### src/rtl/sar_pkg.sv
`default_nettype none
// ============================================================================
//  Module      : sar_pkg
//  Description : Shared state encoding and width helpers for the SAR
//                conversion sequencer.
//  Revision    : 1.0 - initial release
// ============================================================================
package sar_pkg;

    localparam int c_BIT_WIDTH_DEF     = 10;
    localparam int c_SAMPLE_CYCLES_DEF = 2;

    localparam logic [1:0] c_ST_IDLE    = 2'd0;
    localparam logic [1:0] c_ST_SAMPLE  = 2'd1;
    localparam logic [1:0] c_ST_CONVERT = 2'd2;
    localparam logic [1:0] c_ST_DONE    = 2'd3;

    typedef enum logic [1:0] {
        ST_IDLE    = c_ST_IDLE,
        ST_SAMPLE  = c_ST_SAMPLE,
        ST_CONVERT = c_ST_CONVERT,
        ST_DONE    = c_ST_DONE
    } sar_state_t;

    // One sample bit plus one bit per binary-search step.
    function automatic int sar_phase_width(input int bit_width);
        return bit_width + 1;
    endfunction

    // Counter width able to index 0..n-1, never narrower than one bit.
    function automatic int sar_cnt_width(input int n);
        return (n <= 2) ? 1 : $clog2(n);
    endfunction

endpackage
`default_nettype wire

### src/rtl/sar_bit_reg.sv
`default_nettype none
// ============================================================================
//  Module      : sar_bit_reg
//  Description : Successive-approximation register: sets the trial bit,
//                keeps/clears it on the comparator decision, drives the DAC
//                code and holds the final result.
//  Revision    : 1.0 - initial release
// ============================================================================
module sar_bit_reg
    import sar_pkg::*;
#(
    parameter int BIT_WIDTH = c_BIT_WIDTH_DEF,
    parameter int STEP_W    = sar_cnt_width(c_BIT_WIDTH_DEF)
) (
    input  logic                 clk,
    input  logic                 rst,
    input  logic                 i_init,
    input  logic                 i_decide,
    input  logic [STEP_W-1:0]    i_step,
    input  logic                 i_cmp,
    input  logic                 i_trial_en,
    input  logic [STEP_W-1:0]    i_trial_step,
    input  logic                 i_result_ld,
    output logic [BIT_WIDTH-1:0] o_dac_code,
    output logic [BIT_WIDTH-1:0] o_data
);

    logic [BIT_WIDTH-1:0] r_kept_q, w_kept_d;
    logic [BIT_WIDTH-1:0] r_dac_q,  w_dac_d;
    logic [BIT_WIDTH-1:0] r_data_q, w_data_d;

    always_comb begin
        w_kept_d = r_kept_q;
        if (i_init) begin
            w_kept_d = '0;
        end
        // The decision closes the step currently on the DAC.
        if (i_decide) begin
            for (int i = 0; i < BIT_WIDTH; i++) begin
                if (i == BIT_WIDTH - 1 - int'(i_step)) begin
                    w_kept_d[i] = i_cmp;
                end
            end
        end

        w_dac_d = '0;
        if (i_trial_en) begin
            w_dac_d = w_kept_d;
            for (int i = 0; i < BIT_WIDTH; i++) begin
                if (i == BIT_WIDTH - 1 - int'(i_trial_step)) begin
                    w_dac_d[i] = 1'b1;
                end
            end
        end

        w_data_d = i_result_ld ? w_kept_d : r_data_q;
    end

    always_ff @(posedge clk) begin
        if (rst) begin
            r_kept_q <= '0;
            r_dac_q  <= '0;
            r_data_q <= '0;
        end else begin
            r_kept_q <= w_kept_d;
            r_dac_q  <= w_dac_d;
            r_data_q <= w_data_d;
        end
    end

    assign o_dac_code = r_dac_q;
    assign o_data     = r_data_q;

endmodule
`default_nettype wire

### src/rtl/sar_conv_ctrl.sv
`default_nettype none
// ============================================================================
//  Module      : sar_conv_ctrl
//  Description : Sequencer for one SAR ADC conversion (sample phase, then
//                BIT_WIDTH binary-search steps, result over valid/ready).
//                Define SAR_CONT_EN to add cont_i for back-to-back conversion.
//  Revision    : 1.0 - initial release
// ============================================================================
module sar_conv_ctrl
    import sar_pkg::*;
#(
    parameter int BIT_WIDTH     = c_BIT_WIDTH_DEF,
    parameter int PHASE_WIDTH   = sar_phase_width(BIT_WIDTH),
    parameter int SAMPLE_CYCLES = c_SAMPLE_CYCLES_DEF
) (
    input  logic                   clk,
    input  logic                   rst,
    input  logic                   start_i,
    input  logic                   cmp_i,
    input  logic                   ready_i,
`ifdef SAR_CONT_EN
    input  logic                   cont_i,
`endif
    output logic                   sample_o,
    output logic [PHASE_WIDTH-1:0] phase_o,
    output logic [BIT_WIDTH-1:0]   dac_code_o,
    output logic [BIT_WIDTH-1:0]   data_o,
    output logic                   valid_o,
    output logic                   busy_o
);

    localparam int c_STEP_W = sar_cnt_width(BIT_WIDTH);
    localparam int c_SAMP_W = sar_cnt_width(SAMPLE_CYCLES);
    localparam logic [c_STEP_W-1:0] c_LAST_STEP = c_STEP_W'(BIT_WIDTH - 1);
    localparam logic [c_SAMP_W-1:0] c_LAST_SAMP = c_SAMP_W'(SAMPLE_CYCLES - 1);

    sar_state_t             r_state_q,  w_state_d;
    logic [c_STEP_W-1:0]    r_step_q,   w_step_d;
    logic [c_SAMP_W-1:0]    r_samp_q,   w_samp_d;
    logic                   r_sample_q, w_sample_d;
    logic [PHASE_WIDTH-1:0] r_phase_q,  w_phase_d;
    logic                   r_valid_q,  w_valid_d;
    logic                   r_busy_q,   w_busy_d;

    logic w_cont;
    logic w_init;
    logic w_decide;
    logic w_trial_en;
    logic w_result_ld;

`ifdef SAR_CONT_EN
    assign w_cont = cont_i;
`else
    assign w_cont = 1'b0;
`endif

    always_comb begin
        w_state_d   = r_state_q;
        w_step_d    = r_step_q;
        w_samp_d    = r_samp_q;
        w_init      = 1'b0;
        w_decide    = 1'b0;
        w_result_ld = 1'b0;

        unique case (r_state_q)
            ST_IDLE: begin
                if (start_i) begin
                    w_state_d = ST_SAMPLE;
                    w_samp_d  = '0;
                end
            end
            ST_SAMPLE: begin
                if (r_samp_q == c_LAST_SAMP) begin
                    w_state_d = ST_CONVERT;
                    w_samp_d  = '0;
                    w_step_d  = '0;
                    w_init    = 1'b1;
                end else begin
                    w_samp_d = r_samp_q + 1'b1;
                end
            end
            ST_CONVERT: begin
                w_decide = 1'b1;
                if (r_step_q == c_LAST_STEP) begin
                    w_state_d   = ST_DONE;
                    w_step_d    = '0;
                    w_result_ld = 1'b1;
                end else begin
                    w_step_d = r_step_q + 1'b1;
                end
            end
            ST_DONE: begin
                if (ready_i) begin
                    w_state_d = w_cont ? ST_SAMPLE : ST_IDLE;
                    w_samp_d  = '0;
                end
            end
            default: begin
                w_state_d = ST_IDLE;
            end
        endcase

        // Outputs are registered, so they are derived from the next state.
        w_trial_en = (w_state_d == ST_CONVERT);
        w_sample_d = (w_state_d == ST_SAMPLE);
        w_valid_d  = (w_state_d == ST_DONE);
        w_busy_d   = (w_state_d != ST_IDLE);

        w_phase_d = '0;
        if (w_state_d == ST_SAMPLE) begin
            w_phase_d[0] = 1'b1;
        end else if (w_state_d == ST_CONVERT) begin
            for (int i = 0; i < PHASE_WIDTH; i++) begin
                w_phase_d[i] = (i <= int'(w_step_d) + 1);
            end
        end else if (w_state_d == ST_DONE) begin
            w_phase_d = '1;
        end
    end

    always_ff @(posedge clk) begin
        if (rst) begin
            r_state_q  <= ST_IDLE;
            r_step_q   <= '0;
            r_samp_q   <= '0;
            r_sample_q <= 1'b0;
            r_phase_q  <= '0;
            r_valid_q  <= 1'b0;
            r_busy_q   <= 1'b0;
        end else begin
            r_state_q  <= w_state_d;
            r_step_q   <= w_step_d;
            r_samp_q   <= w_samp_d;
            r_sample_q <= w_sample_d;
            r_phase_q  <= w_phase_d;
            r_valid_q  <= w_valid_d;
            r_busy_q   <= w_busy_d;
        end
    end

    sar_bit_reg #(
        .BIT_WIDTH (BIT_WIDTH),
        .STEP_W    (c_STEP_W)
    ) u_bit_reg (
        .clk          (clk),
        .rst          (rst),
        .i_init       (w_init),
        .i_decide     (w_decide),
        .i_step       (r_step_q),
        .i_cmp        (cmp_i),
        .i_trial_en   (w_trial_en),
        .i_trial_step (w_step_d),
        .i_result_ld  (w_result_ld),
        .o_dac_code   (dac_code_o),
        .o_data       (data_o)
    );

    assign sample_o = r_sample_q;
    assign phase_o  = r_phase_q;
    assign valid_o  = r_valid_q;
    assign busy_o   = r_busy_q;

endmodule
`default_nettype wire
### config.mk
export PLATFORM = sky130hd
export DESIGN_NAME = sar_conv_ctrl
export DESIGN_NICKNAME = d
export VERILOG_FILES = /design/src/rtl/sar_pkg.sv /design/src/rtl/sar_bit_reg.sv /design/src/rtl/sar_conv_ctrl.sv
export SDC_FILE = /design/constraint.sdc
export NUM_CORES = 1
export LEC_CHECK = 0
export CORE_MARGIN = 4
export CORE_UTILIZATION = 67
export CTS_CLUSTER_DIAMETER = 150
export DETAILED_ROUTE_END_ITERATION = 8
export DONT_BUFFER_PORTS = 1
export PLACE_DENSITY_LB_ADDON = 0.25
export SLEW_MARGIN = 5
export SYNTH_ARGS = -nofsm -noshare
export SYNTH_HDL_FRONTEND = slang
export SYNTH_SLANG_ARGS = --single-unit
### constraint.sdc
create_clock -name clk -period 4.32 [get_ports clk]
set_input_delay 0.432 -clock clk [delete_from_list [all_inputs] [get_ports clk]]
set_output_delay 0.432 -clock clk [all_outputs]
set_load 0.02 [all_outputs]
**After elaboration in Yosys (flattened, before gate mapping)**

Index checks and enable logic that the tools add are counted.

- Register bits after elaboration: 51
- Input port bits: 5
- Output and inout bits: 34

- Add/subtract/negate cells: 5
- $lt $le $gt $ge: 11
- Equality and inequality tests: 27
- Multiplexer cells: 42
- Bitwise operators: 1
- Reduce and logical (&&, ||, !) cells: 8

Operator list:

| cell | count |
|---|---|
| $eq 4x32->1 const A | 8 |
| $eq 3x32->1 const A | 4 |
| $eq 5x32->1 const A | 4 |
| $le 4x32->1 const A | 4 |
| $eq 2x32->1 const A | 2 |
| $le 3x32->1 const A | 2 |
| $le 5x32->1 const A | 2 |
| $logic_not 32->1 | 2 |
| $le 1x32->1 const A | 1 |
| $le 2x32->1 const A | 1 |
| $mux 1 | 29 |
| $mux 11 | 2 |
| $mux 10 | 2 |
| $sub 4x4->5 const A | 2 |
| $eq 2x2->1 const B | 4 |
| $mux 2 | 4 |
| $mux 4 | 2 |
| $pmux 2 s4 | 1 |
| $pmux 4 s2 | 1 |
| $add 4x1->5 const B | 1 |
| $le 4x5->1 const A | 1 |
| $add 4x1->4 const B | 1 |
| $eq 2x1->1 const B | 2 |
| $eq 4x4->1 const B | 1 |
| 9 further kinds | 11 |

**Longest topological paths before layout**

Gate-level depths: netlist of run 1.

- Depth in word-level cells: 7
- Mapped depth: 12
- Mapped depth without buffers: 12

**By module**

From an unflattened synthesis of run 1, not the netlist that was laid out.

- Cell total of the unflattened synthesis: 275
- Area, all modules: 2446.1 sq um

Modules (own cells, without submodules):

| module | instances | cells each | area each (sq um) | seq. area each (sq um) |
|---|---|---|---|---|
| sar_bit_reg | 1 | 147 | 1323.8 | 600.6 |
| sar_conv_ctrl | 1 | 128 | 1122.3 | 400.4 |

**Worst setup path before layout of run 1**

Ideal clock, no wire load.

- Path type: register to register
- Start: register r_step_q[1]
- End: register u_bit_reg.r_dac_q[2] (netlist: u_bit_reg.o_dac_code[2])
- Arrival: 2.577 ns
- Path slack: 1.672 ns
- Stages on the path, launching flop included: 13
- Buffers on the path: 1
- Cell sequence: dfxtp_1 inv_1 ha_1 ha_1 and2_1 o311ai_2 a22oi_4 inv_1 ha_1 clkbuf_1 nor4b_1 a31oi_1 a21oi_1

- Word-level cells in the longest chain between the ends: 6
- Elaborated cells between the ends (all ways): 17
- Those cells by class: add/sub (3); eq/ne (4); mux (8); bitwise (1); reduce/logical (1)

RTL lines:

| item | line | RTL |
|---|---|---|
| start: declaration | sar_conv_ctrl.sv:38 | `logic [c_STEP_W-1:0] r_step_q, w_step_d;` |
| start signal: assignment | sar_conv_ctrl.sv:132 | `r_step_q <= w_step_d;` |
| $add 4x1->4 or $eq 4x4->1 (tied branches) | sar_conv_ctrl.sv:89, sar_conv_ctrl.sv:84 |  |
| $mux 4 (*) | sar_conv_ctrl.sv:84 | `if (r_step_q == c_LAST_STEP) begin` |
| $pmux 4 s2 (*) | sar_conv_ctrl.sv:65 | `unique case (r_state_q)` |
| net u_bit_reg.i_trial_step[2] | sar_bit_reg.sv:22 | `input logic [STEP_W-1:0] i_trial_step,` |
| $sub 4x4->5 (*) | sar_bit_reg.sv:50 | `if (i == BIT_WIDTH - 1 - int'(i_trial_step)) begin` |
| $eq 3x32->1 (*) | sar_bit_reg.sv:50 |  |
| $mux 1 (*) | sar_bit_reg.sv:50 |  |
| end signal: assignment | sar_bit_reg.sv:66 | `r_dac_q <= w_dac_d;` |
| end: declaration | sar_bit_reg.sv:29 | `logic [BIT_WIDTH-1:0] r_dac_q, w_dac_d;` |

The timed path passes the listed nets; every way through them passes the cells marked *.
A chain may end at the register's enable or synchronous reset.

**Worst setup path after layout of run 1**

- Start: register r_step_q[1]
- End: register u_bit_reg.r_dac_q[9] (netlist: u_bit_reg.o_dac_code[9])

- Word-level cells in the longest chain between the ends: 6
- Elaborated cells between the ends (all ways): 17
- Those cells by class: add/sub (3); eq/ne (4); mux (8); bitwise (1); reduce/logical (1)

RTL lines:

| item | line |
|---|---|
| $add 4x1->4 or $eq 4x4->1 (tied branches) | sar_conv_ctrl.sv:89, sar_conv_ctrl.sv:84 |
| $mux 4 | sar_conv_ctrl.sv:84 |
| $pmux 4 s2 (*) | sar_conv_ctrl.sv:65 |
| net u_bit_reg.i_trial_step[1] | sar_bit_reg.sv:22 |
| $sub 4x4->5 (*) | sar_bit_reg.sv:50 |
| $eq 5x32->1 (*) | sar_bit_reg.sv:50 |
| $mux 1 (*) | sar_bit_reg.sv:50 |

Marked as above.

==> results.tsv, run 1 <==
metric	value	unit
place.gp.congestion	0.855	
hold_viol_final	0	
power.switching	180	µW
yosysSeqAreaShare	41.0	%
fin_ws	1.30	ns
io_pins	39	
final_common_cell	dfxtp_1	
cts.clk_slew.worst_paths	0.14	ns
tns	0	ns
p_per_area	288	nW/µm²
fin_skew	0.0122	ns
cts_buffers	5	
ys.flop_type	dfxtp_1	
fp.dieW	68.4	µm
reg2reg_depth	12	
antenna_cells	0	
seqPwrFrac	65.4	%
totalWireLength	4940	µm
switching_share	24.9	%
antenna_found_initial	0	
coreArea	3420	µm²
final_util	73.6	%
r2r_slack	1.30	ns
drc	0	
place_inst	311	
cp_max_fo	15	
critPathCaptureType	register	
netlist_instances	276	
insertion_delay	0.37	ns
htreeDepth	2	
post-route-period-util	70.0	%
synth_edf_count	0	
instances_no_fill	319	
intPower	543	µW
syn_to_final_growth	2.87	%
numPortBuffers	0	
hold-worst-slack	0.108	ns
rsz0062_at_grt	false	
grt_pass1_vias	1700	
leakagePower	0.985	nW
postCtsHoldBufs	0	
synth_cell_type_count	47	
hpwl	3620	µm
wl_per_cell	15.5	µm
dp_slack	1.34	ns
grt_max_degree	30	
cp_slowest_stage_delay	0.47	ns
path_buf_inv	2	
cap_violations	0	
post_cts_buffers	0	
die_y	68.4	µm
clock-sinks	50	
syn_avg_cell_area	8.85	µm²
path_class	register to register	
cp_slowest_cell	dfxtp_1	
grt_pass1_wl	7890	µm
final_cell_mix	dfxtp_1, nor2_1, nand3_1, a31oi_1, ha_1	
critPathTopFamily	simple AND/OR/NAND/NOR gates	
grt_usage	22.5	%
startpoint	r_step_q[1]	
start_util	71.5	%
regToRegEndpoint	u_bit_reg.o_dac_code[9]	
r2r_start	r_step_q[1]	
antenna_left	0	
cts-resized-gates	0	
rows	21	
clkPwrFrac	29.0	%
hp-class	primary input to register	
synth_nets	300	
root_buffer	clkbuf_4	
comb_power_share	5.6	%
setup_viol	0	
die_area	4680	µm²
path_cells	inv_1, ha_1, ha_1, and2_1, nor2_1, a22oi_1, inv_1, ha_1, nor2b_1, nor2b_1, nand3_1, a31oi_1	
worstPathRequired	4.63	ns
cp-endpoint	u_bit_reg.o_dac_code[9]	
hp-start	rst	
outcome	complete, no violations	
dr_total_vias	1944	
period_minus_slack	3.02	ns
slew_headroom	54.8	%
drv_slew	0	
syn_area	2440	µm²
ys_warn_count	0	
peakVddDrop	226	µV
async_flop_share	0	%
synth-seq-cells	50	
start_kind	register	
grt.overflow.total	0	
cp_data_arrival_time	3.33	ns
finish.net_count	296	
drtIter0Drc	143	
cp_common_cell	ha_1	
tightest_slew	0.674	ns
timing.critical_path.depth	12	
routed_via_density	6.09	
clockBufferDepth	2	
layout-drive-gt1-share	8.06	%
detail_route.first_pass.iterations	5	
fmax	331	MHz
cts_tree	yes	
==> registers in the layout, indices dropped and copies added (netlist names) <==
signal,cells
r_step_q,4
u_bit_reg.o_data,10
sample_o,1
r_state_q,2
phase_o,11
r_samp_q,1
u_bit_reg.o_dac_code,10
valid_o,1
u_bit_reg.r_kept_q,10
==> routing by layer <==
layer	vias up	GRT usage, %	share of wire (%)
li1	984	-	-
met1	897	31.2	47
met2	56	34.9	47
met3	7	4.11	4.9
met4	0	8.19	1.3
met5	-	0	0
==> cell type report <==
type | count | area [µm²]
Fill cell | 237 | 903
Sequential cell | 50 | 1000
Clock inverter | 3 | 21.3
Tap cell | 46 | 57.6
Multi-Input combinational cell | 199 | 1330
Clock buffer | 5 | 37.5
Inverter | 15 | 56.3
Timing Repair Buffer | 1 | 7.51
==> power groups by stage <==
stage	logic, mW	registers, mW	clock network, mW
finish	0.0405	0.473	0.210
global route	0.0443	0.474	0.241
CTS	0.0402	0.473	0.217
detailed placement	0.0401	0.483	0
global placement	0.0385	0.483	0
floorplan	0.0382	0.481	0
==> through the flow <==
step / instance area, µm² / power (mW)
floorplan: 2440 / 0.519
finish: 2510 / 0.723
detailed placement: 2450 / 0.523
global placement: 2450 / 0.522
global route: 2510 / 0.759
CTS: 2510 / 0.730
==> kinds of logic (layout without fill, tap and decap cells) <==
kind of cell,after synthesis,after routing,synth area share (%)
XOR/XNOR,2,2,1.33
multiplexers,1,1,0.410
AND/OR/NAND/NOR,106,106,22.2
flip-flops,50,50,41.0
buffers and inverters,27,24,4.51
AO/OA/AOI/OAI,71,71,20.9
adder cells (fa/ha/maj),19,19,9.73
==> worst min-delay path by stage <==
| stage | end | cells past startpoint |
|---|---|---|
| 5_1_grt | r_step_q[3] | 1 |
| 2_1_floorplan | r_samp_q | 2 |
| 4_1_cts | u_bit_reg.r_kept_q[9] | 1 |
| 3_5_place_dp | r_step_q[2] | 1 |
| 3_3_place_gp | r_samp_q | 2 |
| 6_report | phase_o[0] | 1 |
==> synthesized netlist by cell type, types with 2 or more instances <==
| master | instances | share of area, % |
|---|---|---|
| or2_2 | 2 | 0.51 |
| a21oi_1 | 10 | 2.0 |
| inv_1 | 14 | 2.2 |
| and3_1 | 5 | 1.3 |
| o21bai_1 | 3 | 0.92 |
| nand2_1 | 11 | 1.7 |
| a31oi_1 | 21 | 5.4 |
| buf_4 | 2 | 0.61 |
| nor3_1 | 2 | 0.41 |
| o21ai_0 | 7 | 1.4 |
| nand4b_1 | 4 | 1.4 |
| o21ai_1 | 4 | 0.82 |
| o21a_1 | 5 | 1.5 |
| nand3_1 | 24 | 4.9 |
| nand4_1 | 2 | 0.51 |
| and2_1 | 2 | 0.51 |
| clkbuf_1 | 8 | 1.2 |
| nor2_1 | 38 | 5.8 |
| ha_1 | 19 | 9.7 |
| dfxtp_1 | 50 | 41 |
| nand2b_1 | 3 | 0.77 |
| nor2b_1 | 5 | 1.3 |
| a211oi_1 | 10 | 3.1 |
| a21oi_2 | 2 | 0.72 |
(Power assumes the default switching activity.)
==> run 2, diff against run 1 <==
CORE_UTILIZATION = 56   (was 67)
clock period = 2.5 ns   (was 4.32 ns; I/O delays follow)
==> results.tsv, run 2 (same netlist as run 1, synthesis figures left out) <==
metric	value	unit	change
post-route-period-util	97.2	%	was 70.0%
grt_pass1_vias	1937		was 1700
r2r_slack	0.07	ns	was 1.30 ns
drv_slew	0		unchanged
reg2reg_depth	12		unchanged
outcome	complete, no violations		unchanged
final_util	69.5	%	was 73.6%
tns	0	ns	unchanged
wl_met3	233	µm	was 244 µm
drtIter0Drc	175		was 143
timing.critical_path.depth	12		unchanged
finish.net_count	322		was 296
leakagePower	1.15	nW	was 0.985 nW
hold_viol_final	0		unchanged
period_minus_slack	2.43	ns	was 3.02 ns
p_total	1.40	mW	was 723 µW
clockBufferDepth	2		unchanged
dr_total_vias	2063		was 1944
die_area	5480	µm²	was 4680 µm²
routed_via_density	5.91		was 6.09
coreArea	4120	µm²	was 3420 µm²
dp_slack	-0.0667	ns	was 1.34 ns
final_cell_mix	dfxtp_1, nor2_1, buf_4, nand3_1, a31oi_1		was dfxtp_1, nor2_1, nand3_1, a31oi_1, ha_1
rows	23		was 21
intPower	1.07	mW	was 543 µW
clock-sinks	50		unchanged
switching_share	23.4	%	was 24.9%
start_util	59.3	%	was 71.5%
drc	0		unchanged
hpwl	3840	µm	was 3620 µm
start_kind	register		unchanged
root_buffer	clkbuf_8		was clkbuf_4
critPathCaptureType	register		unchanged
die_y	74.0	µm	was 68.4 µm
grt_pass1_wl	8960	µm	was 7890 µm
detail_route.first_pass.iterations	5		unchanged
syn_to_final_growth	17.1	%	was 2.87%
largest_reg_flops	11		unchanged
met2WireLength	2560	µm	was 2300 µm
grt_usage	20.9	%	was 22.5%
cp_max_fo	6		was 15
setup_viol	0		unchanged
path_buf_inv	2		unchanged
cts.clk_slew.worst_paths	0.09	ns	was 0.14 ns
fp.dieW	74.0	µm	was 68.4 µm
path_cells	inv_2, ha_2, ha_2, and2_4, o311ai_4, a22oi_4, inv_2, ha_4, nor2b_2, nor2b_1, nand3_1, a31oi_1		was inv_1, ha_1, ha_1, and2_1, nor2_1, a22oi_1, inv_1, ha_1, nor2b_1, nor2b_1, nand3_1, a31oi_1
top_layer_used	met4		unchanged
grt_max_degree	29		was 30
antenna_left	0		unchanged
p_per_area	490	nW/µm²	was 288 nW/µm²
fin_skew	0.00510	ns	was 0.0122 ns
power.switching	328	µW	was 180 µW
hp-class	primary input to register		unchanged
cp_slowest_cell	dfxtp_4		was dfxtp_1
wl_per_cell	15.7	µm	was 15.5 µm
final_common_cell	dfxtp_1		unchanged
r2r_start	r_step_q[1]		unchanged
seqPwrFrac	58.3	%	was 65.4%
cp_slowest_stage_delay	0.35	ns	was 0.47 ns
comb_power_share	6.9	%	was 5.6%
totalWireLength	5480	µm	was 4940 µm
worstPathRequired	2.72	ns	was 4.63 ns
wl_met1	2600	µm	was 2320 µm
startpoint	r_step_q[1]		unchanged
cp_data_arrival_time	2.66	ns	was 3.33 ns
fin_ws	0.0696	ns	was 1.30 ns
critPathTopFamily	compound AO/OA/AOI/OAI gates		was simple AND/OR/NAND/NOR gates
grt.overflow.total	0		unchanged
dpl_cell_area	2630	µm²	was 2450 µm²
antenna_found_initial	0		unchanged
antenna_cells	0		unchanged
cp-endpoint	u_bit_reg.o_dac_code[9]		unchanged
fmax	411	MHz	was 331 MHz
layout-drive-gt1-share	22.4	%	was 8.06%
regToRegEndpoint	u_bit_reg.o_dac_code[9]		unchanged
cap_violations	0		unchanged
clkPwrFrac	34.8	%	was 29.0%
io_pins	39		unchanged
htreeDepth	2		unchanged
tightest_slew	0.613	ns	was 0.674 ns
path_class	register to register		unchanged
place.gp.congestion	0.925		was 0.855
cts_tree	yes		unchanged
peakVddDrop	264	µV	was 226 µV
postLayoutCellArea	2860	µm²	was 2510 µm²
numPortBuffers	0		unchanged
insertion_delay	0.30	ns	was 0.37 ns
slew_headroom	59.1	%	was 54.8%
cts_buffers	5		unchanged
run 2: cell count changes in the layout (fill, tap and decap cells not counted), sizes merged:
cell	before	now
clkinvlp	1	0
clkbuf	5	7
buf	1	25
dlygate4sd3	0	2
inv	14	15
clkinv	3	1
run 2: worst reg2reg max path: cells and delay by family, from the launching register on:
kind                     cells  cell delay (ns)
adder cells (fa/ha/maj)      3             0.57
AND/OR/NAND/NOR              4             0.60
flip-flops                   1             0.35
buffers and inverters        2             0.13
AO/OA/AOI/OAI                3             0.68
run 2: final cells by class:
cell class,instances,area [µm²]
clock buffer,7,86.3
clock inverter,1,8.76
fill,318,1260
inverter,15,56.3
multi-input combinational,199,1430
sequential,50,1010
tap,50,62.6
timing repair buffer,27,208
run 2: repair_timing:
action,in CTS,in global routing
hold buffers,1,1
hold endpoints to repair,2,12
endpoints found under the setup margin,8,19
resized for setup,5,15
setup buffers,0,6
pin swaps,2,7
run 2: per-stage QoR:
stage	instances	hold slack, ns
after detailed placement	333	0.318
after global routing	349	-0.000628
final	349	0.00520
after floorplan	276	0.428
after global placement	333	0.320
after CTS	342	0.00329
run 2: power by group through the flow:
| stage | Combinational, mW | Sequential, mW | Clock, mW |
|---|---|---|---|
| finish | 0.0968 | 0.815 | 0.487 |
| global route | 0.105 | 0.817 | 0.543 |
| CTS | 0.0820 | 0.815 | 0.496 |
| detailed placement | 0.0790 | 0.834 | 0 |
| global placement | 0.0769 | 0.834 | 0 |
| floorplan | 0.0693 | 0.830 | 0 |
run 2: worst min-delay path by stage:
stage | startpoint | to | slack (ns) | cells past startpoint
2_1_floorplan | rst | r_state_q[1] | 0.43 | 2
5_1_grt | rst | r_step_q[0] | -0.0006 | 1
6_report | rst | r_step_q[0] | 0.005 | 1
3_5_place_dp | rst | r_step_q[1] | 0.32 | 1
4_1_cts | rst | u_bit_reg.r_kept_q[3] | 0.003 | 1
3_3_place_gp | rst | r_step_q[2] | 0.32 | 1
run 2: per-layer routing:
metal  vias up  track usage [%]
li1       1033                -
met1       971             27.6
met2        49             34.2
met3        10             4.46
met4         0             6.84
met5         -                0
